==> src/rtl/gray_ptr_sync_pkg.sv <==
// Shared Gray/binary conversion helpers and synchronizer depth limits for gray_ptr_sync.
package gray_ptr_sync_pkg;

   localparam int SYNC_STAGES_MIN = 2;
   localparam int SYNC_STAGES_MAX = 4;
   localparam int PTR_MAX_W       = 32;

   // Zero-extended inputs leave the upper result bits at zero, so callers can truncate.
   function automatic logic [PTR_MAX_W-1:0] gray2bin(input logic [PTR_MAX_W-1:0] gray);
      logic [PTR_MAX_W-1:0] bin;
      bin = gray;
      for (int i = 1; i < PTR_MAX_W; i++) begin
         bin = bin ^ (gray >> i);
      end
      return bin;
   endfunction

   function automatic logic [PTR_MAX_W-1:0] bin2gray(input logic [PTR_MAX_W-1:0] bin);
      return bin ^ (bin >> 1);
   endfunction

endpackage

==> src/rtl/gray_ptr_sync_if.sv <==
// Read-pointer status bundle between the read domain source and the write-side consumer.
interface gray_ptr_sync_if #(parameter int ADDRSIZE = 4);

   logic [ADDRSIZE:0] rptr;
   logic [ADDRSIZE:0] wq_rptr;
   logic [ADDRSIZE:0] wq_rbin;
   logic              rptr_adv;
   logic [ADDRSIZE:0] adv_cnt;
   logic              err_clr;
   logic              ptr_err;

   modport master (
      output rptr,
      output err_clr,
      input  wq_rptr,
      input  wq_rbin,
      input  rptr_adv,
      input  adv_cnt,
      input  ptr_err
   );

   modport slave (
      input  rptr,
      input  err_clr,
      output wq_rptr,
      output wq_rbin,
      output rptr_adv,
      output adv_cnt,
      output ptr_err
   );

endinterface

==> src/rtl/gray_ptr_sync_sync_chain.sv <==
// Generic N-flop vector synchronizer; reusable in either clock-crossing direction.
module sync_chain #(
   parameter int WIDTH  = 5,
   parameter int STAGES = 2
) (
   input  logic             wclk,
   input  logic             wrst_n,
   input  logic [WIDTH-1:0] d,
   output logic [WIDTH-1:0] q
);

   logic [WIDTH-1:0] stage_r [STAGES];

   // Plain flop chain; nothing may sit between stages.
   always_ff @(posedge wclk or negedge wrst_n) begin
      if (!wrst_n) begin
         for (int i = 0; i < STAGES; i++) begin
            stage_r[i] <= '0;
         end
      end else begin
         stage_r[0] <= d;
         for (int i = 1; i < STAGES; i++) begin
            stage_r[i] <= stage_r[i-1];
         end
      end
   end

   assign q = stage_r[STAGES-1];

endmodule

==> src/rtl/gray_ptr_sync.sv <==
// Read-to-write Gray pointer synchronizer with binary copy and advance reporting.
// Optional pointer-sanity checker enabled by defining GRAY_PTR_SYNC_CHECK_EN.
module gray_ptr_sync
   import gray_ptr_sync_pkg::*;
#(
   parameter int ADDRSIZE    = 4,
   parameter int SYNC_STAGES = 2
) (
   input  logic           wclk,
   input  logic           wrst_n,
   gray_ptr_sync_if.slave bus
);

   localparam int PW    = ADDRSIZE + 1;
   localparam int DEPTH = 2 ** ADDRSIZE;

   generate
      if (SYNC_STAGES < SYNC_STAGES_MIN || SYNC_STAGES > SYNC_STAGES_MAX) begin : g_bad_stages
         $error("gray_ptr_sync: SYNC_STAGES must be in 2..4");
      end
   endgenerate

   logic [PW-1:0] wq_rptr_s;
   logic [PW-1:0] rbin_next_s;
   logic [PW-1:0] diff_s;
   logic [PW-1:0] wq_rbin_r;
   logic [PW-1:0] adv_cnt_r;
   logic          rptr_adv_r;
   logic          ptr_err_s;

   sync_chain #(
      .WIDTH  (PW),
      .STAGES (SYNC_STAGES)
   ) u_sync_chain (
      .wclk   (wclk),
      .wrst_n (wrst_n),
      .d      (bus.rptr),
      .q      (wq_rptr_s)
   );

   // Modular distance between the freshly converted pointer and the held binary copy.
   always_comb begin
      rbin_next_s = PW'(gray2bin(PTR_MAX_W'(wq_rptr_s)));
      diff_s      = rbin_next_s - wq_rbin_r;
   end

   // Binary copy and one-cycle advance report.
   always_ff @(posedge wclk or negedge wrst_n) begin
      if (!wrst_n) begin
         wq_rbin_r  <= '0;
         adv_cnt_r  <= '0;
         rptr_adv_r <= 1'b0;
      end else begin
         wq_rbin_r  <= rbin_next_s;
         adv_cnt_r  <= diff_s;
         rptr_adv_r <= (diff_s != {PW{1'b0}});
      end
   end

`ifdef GRAY_PTR_SYNC_CHECK_EN
   logic viol_s;
   logic ptr_err_r;

   // A read pointer cannot legally advance more than DEPTH entries per wclk sample.
   always_comb begin
      viol_s = (diff_s > PW'(DEPTH));
   end

   // Sticky error; a new violation outranks a simultaneous clear.
   always_ff @(posedge wclk or negedge wrst_n) begin
      if (!wrst_n) begin
         ptr_err_r <= 1'b0;
      end else if (viol_s) begin
         ptr_err_r <= 1'b1;
      end else if (bus.err_clr) begin
         ptr_err_r <= 1'b0;
      end else begin
         ptr_err_r <= ptr_err_r;
      end
   end

   assign ptr_err_s = ptr_err_r;
`else
   logic unused_err_clr_s;
   assign unused_err_clr_s = bus.err_clr;
   assign ptr_err_s        = 1'b0;
`endif

   assign bus.wq_rptr  = wq_rptr_s;
   assign bus.wq_rbin  = wq_rbin_r;
   assign bus.rptr_adv = rptr_adv_r;
   assign bus.adv_cnt  = adv_cnt_r;
   assign bus.ptr_err  = ptr_err_s;

endmodule

==> src/flat_wrapper.sv <==
// flat-port wrapper written by rule: the top's interface ports become plain ports
module gray_ptr_sync_flat import gray_ptr_sync_pkg::*;
#(
   parameter int ADDRSIZE    = 4,
   parameter int SYNC_STAGES = 2
)
  (wclk, wrst_n, bus_rptr, bus_err_clr, bus_wq_rptr, bus_wq_rbin, bus_rptr_adv, bus_adv_cnt, bus_ptr_err);
  gray_ptr_sync_if #(.ADDRSIZE(ADDRSIZE)) bus_i ();
  input  logic wclk;
  input  logic wrst_n;
  input wire logic [$bits(bus_i.rptr)-1:0] bus_rptr;
  input wire logic [$bits(bus_i.err_clr)-1:0] bus_err_clr;
  output wire logic [$bits(bus_i.wq_rptr)-1:0] bus_wq_rptr;
  output wire logic [$bits(bus_i.wq_rbin)-1:0] bus_wq_rbin;
  output wire logic [$bits(bus_i.rptr_adv)-1:0] bus_rptr_adv;
  output wire logic [$bits(bus_i.adv_cnt)-1:0] bus_adv_cnt;
  output wire logic [$bits(bus_i.ptr_err)-1:0] bus_ptr_err;
  assign bus_i.rptr = bus_rptr;
  assign bus_i.err_clr = bus_err_clr;
  assign bus_wq_rptr = bus_i.wq_rptr;
  assign bus_wq_rbin = bus_i.wq_rbin;
  assign bus_rptr_adv = bus_i.rptr_adv;
  assign bus_adv_cnt = bus_i.adv_cnt;
  assign bus_ptr_err = bus_i.ptr_err;
  gray_ptr_sync #(.ADDRSIZE(ADDRSIZE), .SYNC_STAGES(SYNC_STAGES)) u_core (.wclk(wclk), .wrst_n(wrst_n), .bus(bus_i));
endmodule
==> config.mk <==
export PLATFORM = sky130hd
export DESIGN_NAME = gray_ptr_sync_flat
export DESIGN_NICKNAME = d
export VERILOG_FILES = /design/src/rtl/gray_ptr_sync_pkg.sv /design/src/rtl/gray_ptr_sync_if.sv /design/src/rtl/gray_ptr_sync_sync_chain.sv /design/src/rtl/gray_ptr_sync.sv /design/src/flat_wrapper.sv
export SDC_FILE = /design/constraint.sdc
export NUM_CORES = 1
export LEC_CHECK = 0
export CAP_MARGIN = 20
export CORE_UTILIZATION = 44
export CTS_CLUSTER_SIZE = 40
export DETAILED_ROUTE_END_ITERATION = 10
export PLACE_DENSITY = 0.76
export SETUP_SLACK_MARGIN = 0.05
export SKIP_CTS_REPAIR_TIMING = 1
export SYNTH_ARGS = -nofsm -noshare
export SYNTH_HDL_FRONTEND = slang
export SYNTH_SLANG_ARGS = --single-unit
==> constraint.sdc <==
create_clock -name wclk -period 3.4 [get_ports wclk]
set_input_delay 0.68 -clock wclk [delete_from_list [all_inputs] [get_ports wclk]]
set_output_delay 0.68 -clock wclk [all_outputs]
set_load 0.02 [all_outputs]
==> flow_summary.toml, run 1 <==
[route]
first_pass_iters = 3
drc_errors = 0
via_count = 440
vias_per_cell = 4.27
ant_nets = 0
drt_wl_total_um = 1040
wl_per_cell_um = 10.1
first_iter_violations = 3

[power_and_ir_drop]
peakVddDrop_mv = 0.337
power_density_nw_per_um2 = 659
power_leakage_nw = 0.478
power.total_mw = 0.689

[run_status]
status = "complete, no violations"

[sta]
min_period_ns = 2.96
clock_skew_ns = 0.00843
fmax_mhz = 338
hold_slack_ns = 0.362
setup_slack_ns = 0.437
drv_slew = 0
hold_viol = 0
worst_slew_pin_slew_ns = 0.886
post-route-period-util = 0.871
rsz0062_at_grt = "no"
slew_headroom = 0.407
tns_ns = 0
setup_viol = 0

[clocking]
clock-sinks = 21
clockRootBuffer = "clkbuf_4"
clk_latency_ns = 0.29
clkTransAtPathRegs_ns = 0.12
cts_tree = "built"
cts_htree_levels = 1
clock_path_buffers = 2
cts_made_buffers = 3

[final_layout]
area.growth.synth_to_final_pct = 28.8
final.fill_count = 158
num-nets-final = 92
layout.area.seq_um2 = 526
multi_input_area_um2 = 215
postLayoutCellArea_um2 = 1050
finish.utilization = 0.606
layout-drive-gt1-share = 0.0897
layout.cells.non_filler = 103
antenna_cells = 0

[critical_path]
cp-end-kind = "flop"
worst-path-max-fanout = 4
path_buf_inv = 0
crit_chain = "xor2_1, xnor2_2, xor2_2, xor2_1, ha_1, fa_1, nand2b_1, a21oi_2, xnor2_1, or4_1"
critPathSlowestCell = "or4_1"
slowest_delay_ns = 0.51
criticalPathCategory = "flop to flop"
cpMostUsedCell = "xor2_1"
path_delay_family = "XOR/XNOR gates"
arrival_ns = 3.15
startpoint_type = "flop"
cp.required_ns = 3.58

[synthesis]
yosys-top-cells-area = "dfrtp_1 (65%), ha_1 (6.2%), buf_4 (5.5%)"
yosysMostFrequentCell = "dfrtp_1"
netlist_area_um2 = 812
ys_ff_latch = 21
yosys.area.top_type = "dfrtp_1"
ys_seq_area_frac = 0.647
synth.avg_cell_area_um2 = 14.0
ys_async_sr_fraction = 1.00
syn-num-nets = 71
synth_ff_type = "dfrtp_1"
synth_cell_type_count = 17
yosysTopAreaCellShare = 0.647
yosys_warnings = 0
syn_inst = 58
synthTopCellsByCount = "dfrtp_1 (21), inv_1 (7), buf_4 (6), ha_1 (4), xor2_1 (4)"
synth_edf_count = 0

[grt]
grt_first_pass_wirelength_um = 1670
grt_start_max_net_pins = 22
groute.usage.overall = 0.118
antenna_found_initial = 0
grt_pass1_vias = 435
grt-ovfl-total = 0

[floorplanning]
num_rows = 15
die_x_um = 45.0
initial_utilization = 0.470
die_h_um = 45.0
fp.coreArea_um2 = 1730
design.portCount = 25
die_area_um2 = 2020

[placement]
dp_slack_ns = 0.401
port_buffers = 22
place_congestion = 0.679
dp.cells = 99
place_area_um2 = 1020
dp_hpwl_um = 830

[job]
drv_cap = 0

[worst_hold_path]
hp-class = "flop to flop"
## final cells by class
| cell class | count | area share |
|---|---|---|
| clock buffer | 3 | 0.0215 |
| clock inverter | 1 | 0.00478 |
| inverter | 7 | 0.0251 |
| multi-input combinational | 24 | 0.206 |
| sequential | 21 | 0.502 |
| tap | 25 | 0.0299 |
| timing repair buffer | 22 | 0.211 |
## final timing paths
path,start,endpoint,slack (ns),cells after the start
max in group asynchronous,wrst_n,u_core.bus.wq_rbin[2]$_DFF_PN0_,1.98,1
hold reg to reg,u_core.u_sync_chain.stage_r[6]$_DFF_PN0_,u_core.u_sync_chain.q[1]$_DFF_PN0_,0.36,0
setup / recovery,u_core.u_sync_chain.q[4]$_DFF_PN0_,u_core.bus.rptr_adv$_DFF_PN0_,0.44,10
min in group asynchronous,wrst_n,u_core.bus.adv_cnt[2]$_DFF_PN0_,0.87,1
setup reg to reg,u_core.u_sync_chain.q[4]$_DFF_PN0_,u_core.bus.rptr_adv$_DFF_PN0_,0.44,10
hold / removal,u_core.u_sync_chain.stage_r[6]$_DFF_PN0_,u_core.u_sync_chain.q[1]$_DFF_PN0_,0.36,0
## metal layers
layer | global-route usage | vias up | wire [um]
li1 | - | 207 | -
met1 | 0.122 | 216 | 413
met2 | 0.226 | 17 | 558
met3 | 0.0240 | 0 | 67
met4 | 0.0545 | 0 | 0
met5 | 0 | - | 0
## kinds of logic after synthesis
family / share of synthesized area
simple gates: 0.0355
xor+xnor: 0.116
other cells: 0.00462
compound gates: 0.0231
buf+inv: 0.0878
fa+ha+maj: 0.0863
flops: 0.647
## power by group
group | leakage (nW) | switching (mW) | internal, mW
Clock | 0.0177 | 0.0716 | 0.0437
Combinational | 0.218 | 0.134 | 0.127
Sequential | 0.242 | 0.0174 | 0.296
## sequential cells by signal, summed over array words and instances (netlist names)
| signal | cells |
|---|---|
| u_core.u_sync_chain.stage_r | 5 |
| u_core.u_sync_chain.q | 5 |
| u_core.bus.adv_cnt | 5 |
| u_core.bus.wq_rbin | 5 |
| u_core.bus.rptr_adv | 1 |
## cells in the final DEF (no fill, tap or decap)
cell,n
or4_1,1
o21ai_0,1
dfrtp_1,21
clkdlybuf4s50_1,22
xor2_1,4
xnor2_2,1
inv_1,7
nand2_1,2
clkinv_2,1
nor2_1,2
a21oi_2,1
xor2_2,1
nand2b_1,1
xnor2_1,3
fa_1,1
conb_1,1
ha_1,4
clkbuf_4,3
a21oi_1,1
Note: power is estimated with default switching activity, not from simulation.
==> run 2: changes to the inputs <==
--- a/config.mk
+++ b/config.mk
@@ -5,11 +5,12 @@
 export SDC_FILE = /design/constraint.sdc
 export NUM_CORES = 1
 export LEC_CHECK = 0
+export ABC_AREA = 1
 export CAP_MARGIN = 20
-export CORE_UTILIZATION = 44
+export CORE_UTILIZATION = 46
 export CTS_CLUSTER_SIZE = 40
 export DETAILED_ROUTE_END_ITERATION = 10
-export PLACE_DENSITY = 0.76
+export PLACE_DENSITY = 0.77
 export SETUP_SLACK_MARGIN = 0.05
 export SKIP_CTS_REPAIR_TIMING = 1
 export SYNTH_ARGS = -nofsm -noshare
==> run 2 against run 1 <==
Utilization up 3.2 points; die area up 7.4%; sequential cell count unchanged; design area up 9.8%; critical path depth down 9; synthesized area up 13%; clock skew down 0.0064 ns; critical path type is now flop to output pin; largest cell class unchanged.
==> flow_summary.toml, run 2 <==
[floorplanning]
die_x_um = 46.6
die_h_um = 46.6
design.portCount = 25
initial_utilization = 0.508
num_rows = 15
fp.coreArea_um2 = 1800
die_area_um2 = 2170

[critical_path]
arrival_ns = 1.38
critPathSlowestCell = "clkdlybuf4s50_1"
r2r_cells = 14
criticalPathCategory = "flop to output pin"
slowest_delay_ns = 0.63
path_buf_inv = 1
ff2ff_setup_slack_ns = 1.35
cp.depth = 1
cp-end-kind = "output pin"
crit_chain = "clkdlybuf4s50_1"
startpoint_type = "flop"
worst-path-max-fanout = 6
path_delay_family = "buffers and inverters"
cp.required_ns = 2.72

[synthesis]
ys_ff_latch = 21
syn-num-nets = 104
syn_inst = 91
synth_ff_type = "dfrtp_1"
ys_seq_area_frac = 0.575
synth.avg_cell_area_um2 = 10.1
yosys_warnings = 0
ys_async_sr_fraction = 1.00
yosysMostFrequentCell = "dfrtp_1"
yosys-top-cells-area = "dfrtp_1 (57%), nand2_1 (8.2%), inv_1 (5.7%)"
netlist_area_um2 = 915
synthTopCellsByCount = "dfrtp_1 (21), nand2_1 (20), inv_1 (14), nand3_1 (7), buf_4 (6)"
yosysTopAreaCellShare = 0.575
synth_cell_type_count = 18
yosys.area.top_type = "dfrtp_1"
synth_edf_count = 0

[clocking]
cts_made_buffers = 3
clockRootBuffer = "clkbuf_4"
cts_htree_levels = 1
cts_tree = "built"
clock-sinks = 21
clkTransAtPathRegs_ns = 0.11
clk_latency_ns = 0.29
clock_path_buffers = 2

[sta]
post-route-period-util = 0.605
drv_slew = 0
hold_slack_ns = 0.362
tns_ns = 0
min_period_ns = 2.06
slew_headroom = 0.423
fmax_mhz = 486
worst_slew_pin_slew_ns = 0.863
clock_skew_ns = 0.00205
setup_viol = 0
rsz0062_at_grt = "no"
hold_viol = 0

[power_and_ir_drop]
peakVddDrop_mv = 0.331
power_density_nw_per_um2 = 521
power_leakage_nw = 0.585

[route]
ant_nets = 0
via_count = 624
wl_per_cell_um = 9.32
drt_wl_total_um = 1270
drc_errors = 0
first_iter_violations = 7
first_pass_iters = 3
vias_per_cell = 4.59

[worst_hold_path]
hp-class = "flop to flop"
hold_depth = 0

[placement]
port_buffers = 22
dp_hpwl_um = 1030
place_congestion = 0.740

[final_layout]
final.fill_count = 167
num-nets-final = 125
final_common_cell = "clkdlybuf4s50_1"
layout-drive-gt1-share = 0.135
most-common-layout-cells = "clkdlybuf4s50_1 (22), dfrtp_1 (21), nand2_1 (20), inv_1 (14), nand3_1 (7)"
area.growth.synth_to_final_pct = 25.6
finish.utilization = 0.638
antenna_cells = 0

[grt]
grt_start_max_net_pins = 22
groute.usage.overall = 0.145
grt_first_pass_wirelength_um = 2150
grt_pass1_vias = 601
grt-ovfl-total = 0
antenna_found_initial = 0

[job]
drv_cap = 0

[run_status]
status = "complete, no violations"
==> run 2: changes by cell type in the layout (fill, tap and decap cells not counted), moves of 3 or more <==
cell     change
nand2_2      +3
nand3_1      +7
nand2_1     +18
inv_1        +7
xor2_1       -3
inv_2        +4
==> run 2: cells by family (layout without fill, tap and decap cells) <==
| logic type | Yosys count | count (layout) | synth area share |
|---|---|---|---|
| xor gates and xnor gates | 2 | 2 | 0.0192 |
| and+or+nand+nor | 36 | 36 | 0.192 |
| AOI/OAI and AO/OA | 2 | 2 | 0.0109 |
| adders and majority gates | 5 | 5 | 0.0766 |
| DFF | 21 | 21 | 0.575 |
| buffers and inverters | 24 | 44 | 0.123 |
| other | 1 | 1 | 0.00410 |
==> run 2: power by group <==
part	switching [mW]	internal (mW)
Clock	0.0698	0.0438
Sequential	0.0127	0.280
Combinational	0.104	0.0884
Total	0.186	0.413
==> run 2: metrics by stage <==
step | instance area, um2 | instances | power, mW | setup slack, ns
after floorplan | 915 | 91 | 0.414 | 1.53
after global placement | 1120 | 132 | 0.485 | 1.41
after detailed placement | 1120 | 132 | 0.493 | 1.35
after CTS | 1150 | 136 | 0.608 | 1.33
after global routing | 1150 | 136 | 0.638 | 1.16
final | 1150 | 136 | 0.599 | 1.34
==> run 2: metal layers <==
| metal | global-route usage | part of all wire |
|---|---|---|
| met3 | 0.0235 | 0.040 |
| met2 | 0.264 | 0.53 |
| met4 | 0.100 | 0.0071 |
| met1 | 0.146 | 0.42 |
| met5 | 0 | 0 |
==> run 2: worst paths after layout <==
kind,from,to
hold reg to reg,u_core.u_sync_chain.stage_r[5]$_DFF_PN0_,u_core.u_sync_chain.q[0]$_DFF_PN0_
max in group asynchronous,wrst_n,u_core.u_sync_chain.stage_r[8]$_DFF_PN0_
setup / recovery,u_core.u_sync_chain.q[4]$_DFF_PN0_,bus_wq_rptr[4]
min in group asynchronous,wrst_n,u_core.bus.wq_rbin[2]$_DFF_PN0_
hold / removal,u_core.u_sync_chain.stage_r[5]$_DFF_PN0_,u_core.u_sync_chain.q[0]$_DFF_PN0_
setup reg to reg,u_core.u_sync_chain.q[4]$_DFF_PN0_,u_core.bus.rptr_adv$_DFF_PN0_
==> run 2: layout make-up <==
class / count / area [um2] / area share
clock inverter: 1 / 5.00 / 0.00436
inverter: 18 / 67.6 / 0.0588
sequential: 21 / 526 / 0.458
multi-input combinational: 46 / 277 / 0.241
timing repair buffer: 22 / 220 / 0.192
tap: 25 / 31.3 / 0.0272
clock buffer: 3 / 22.5 / 0.0196
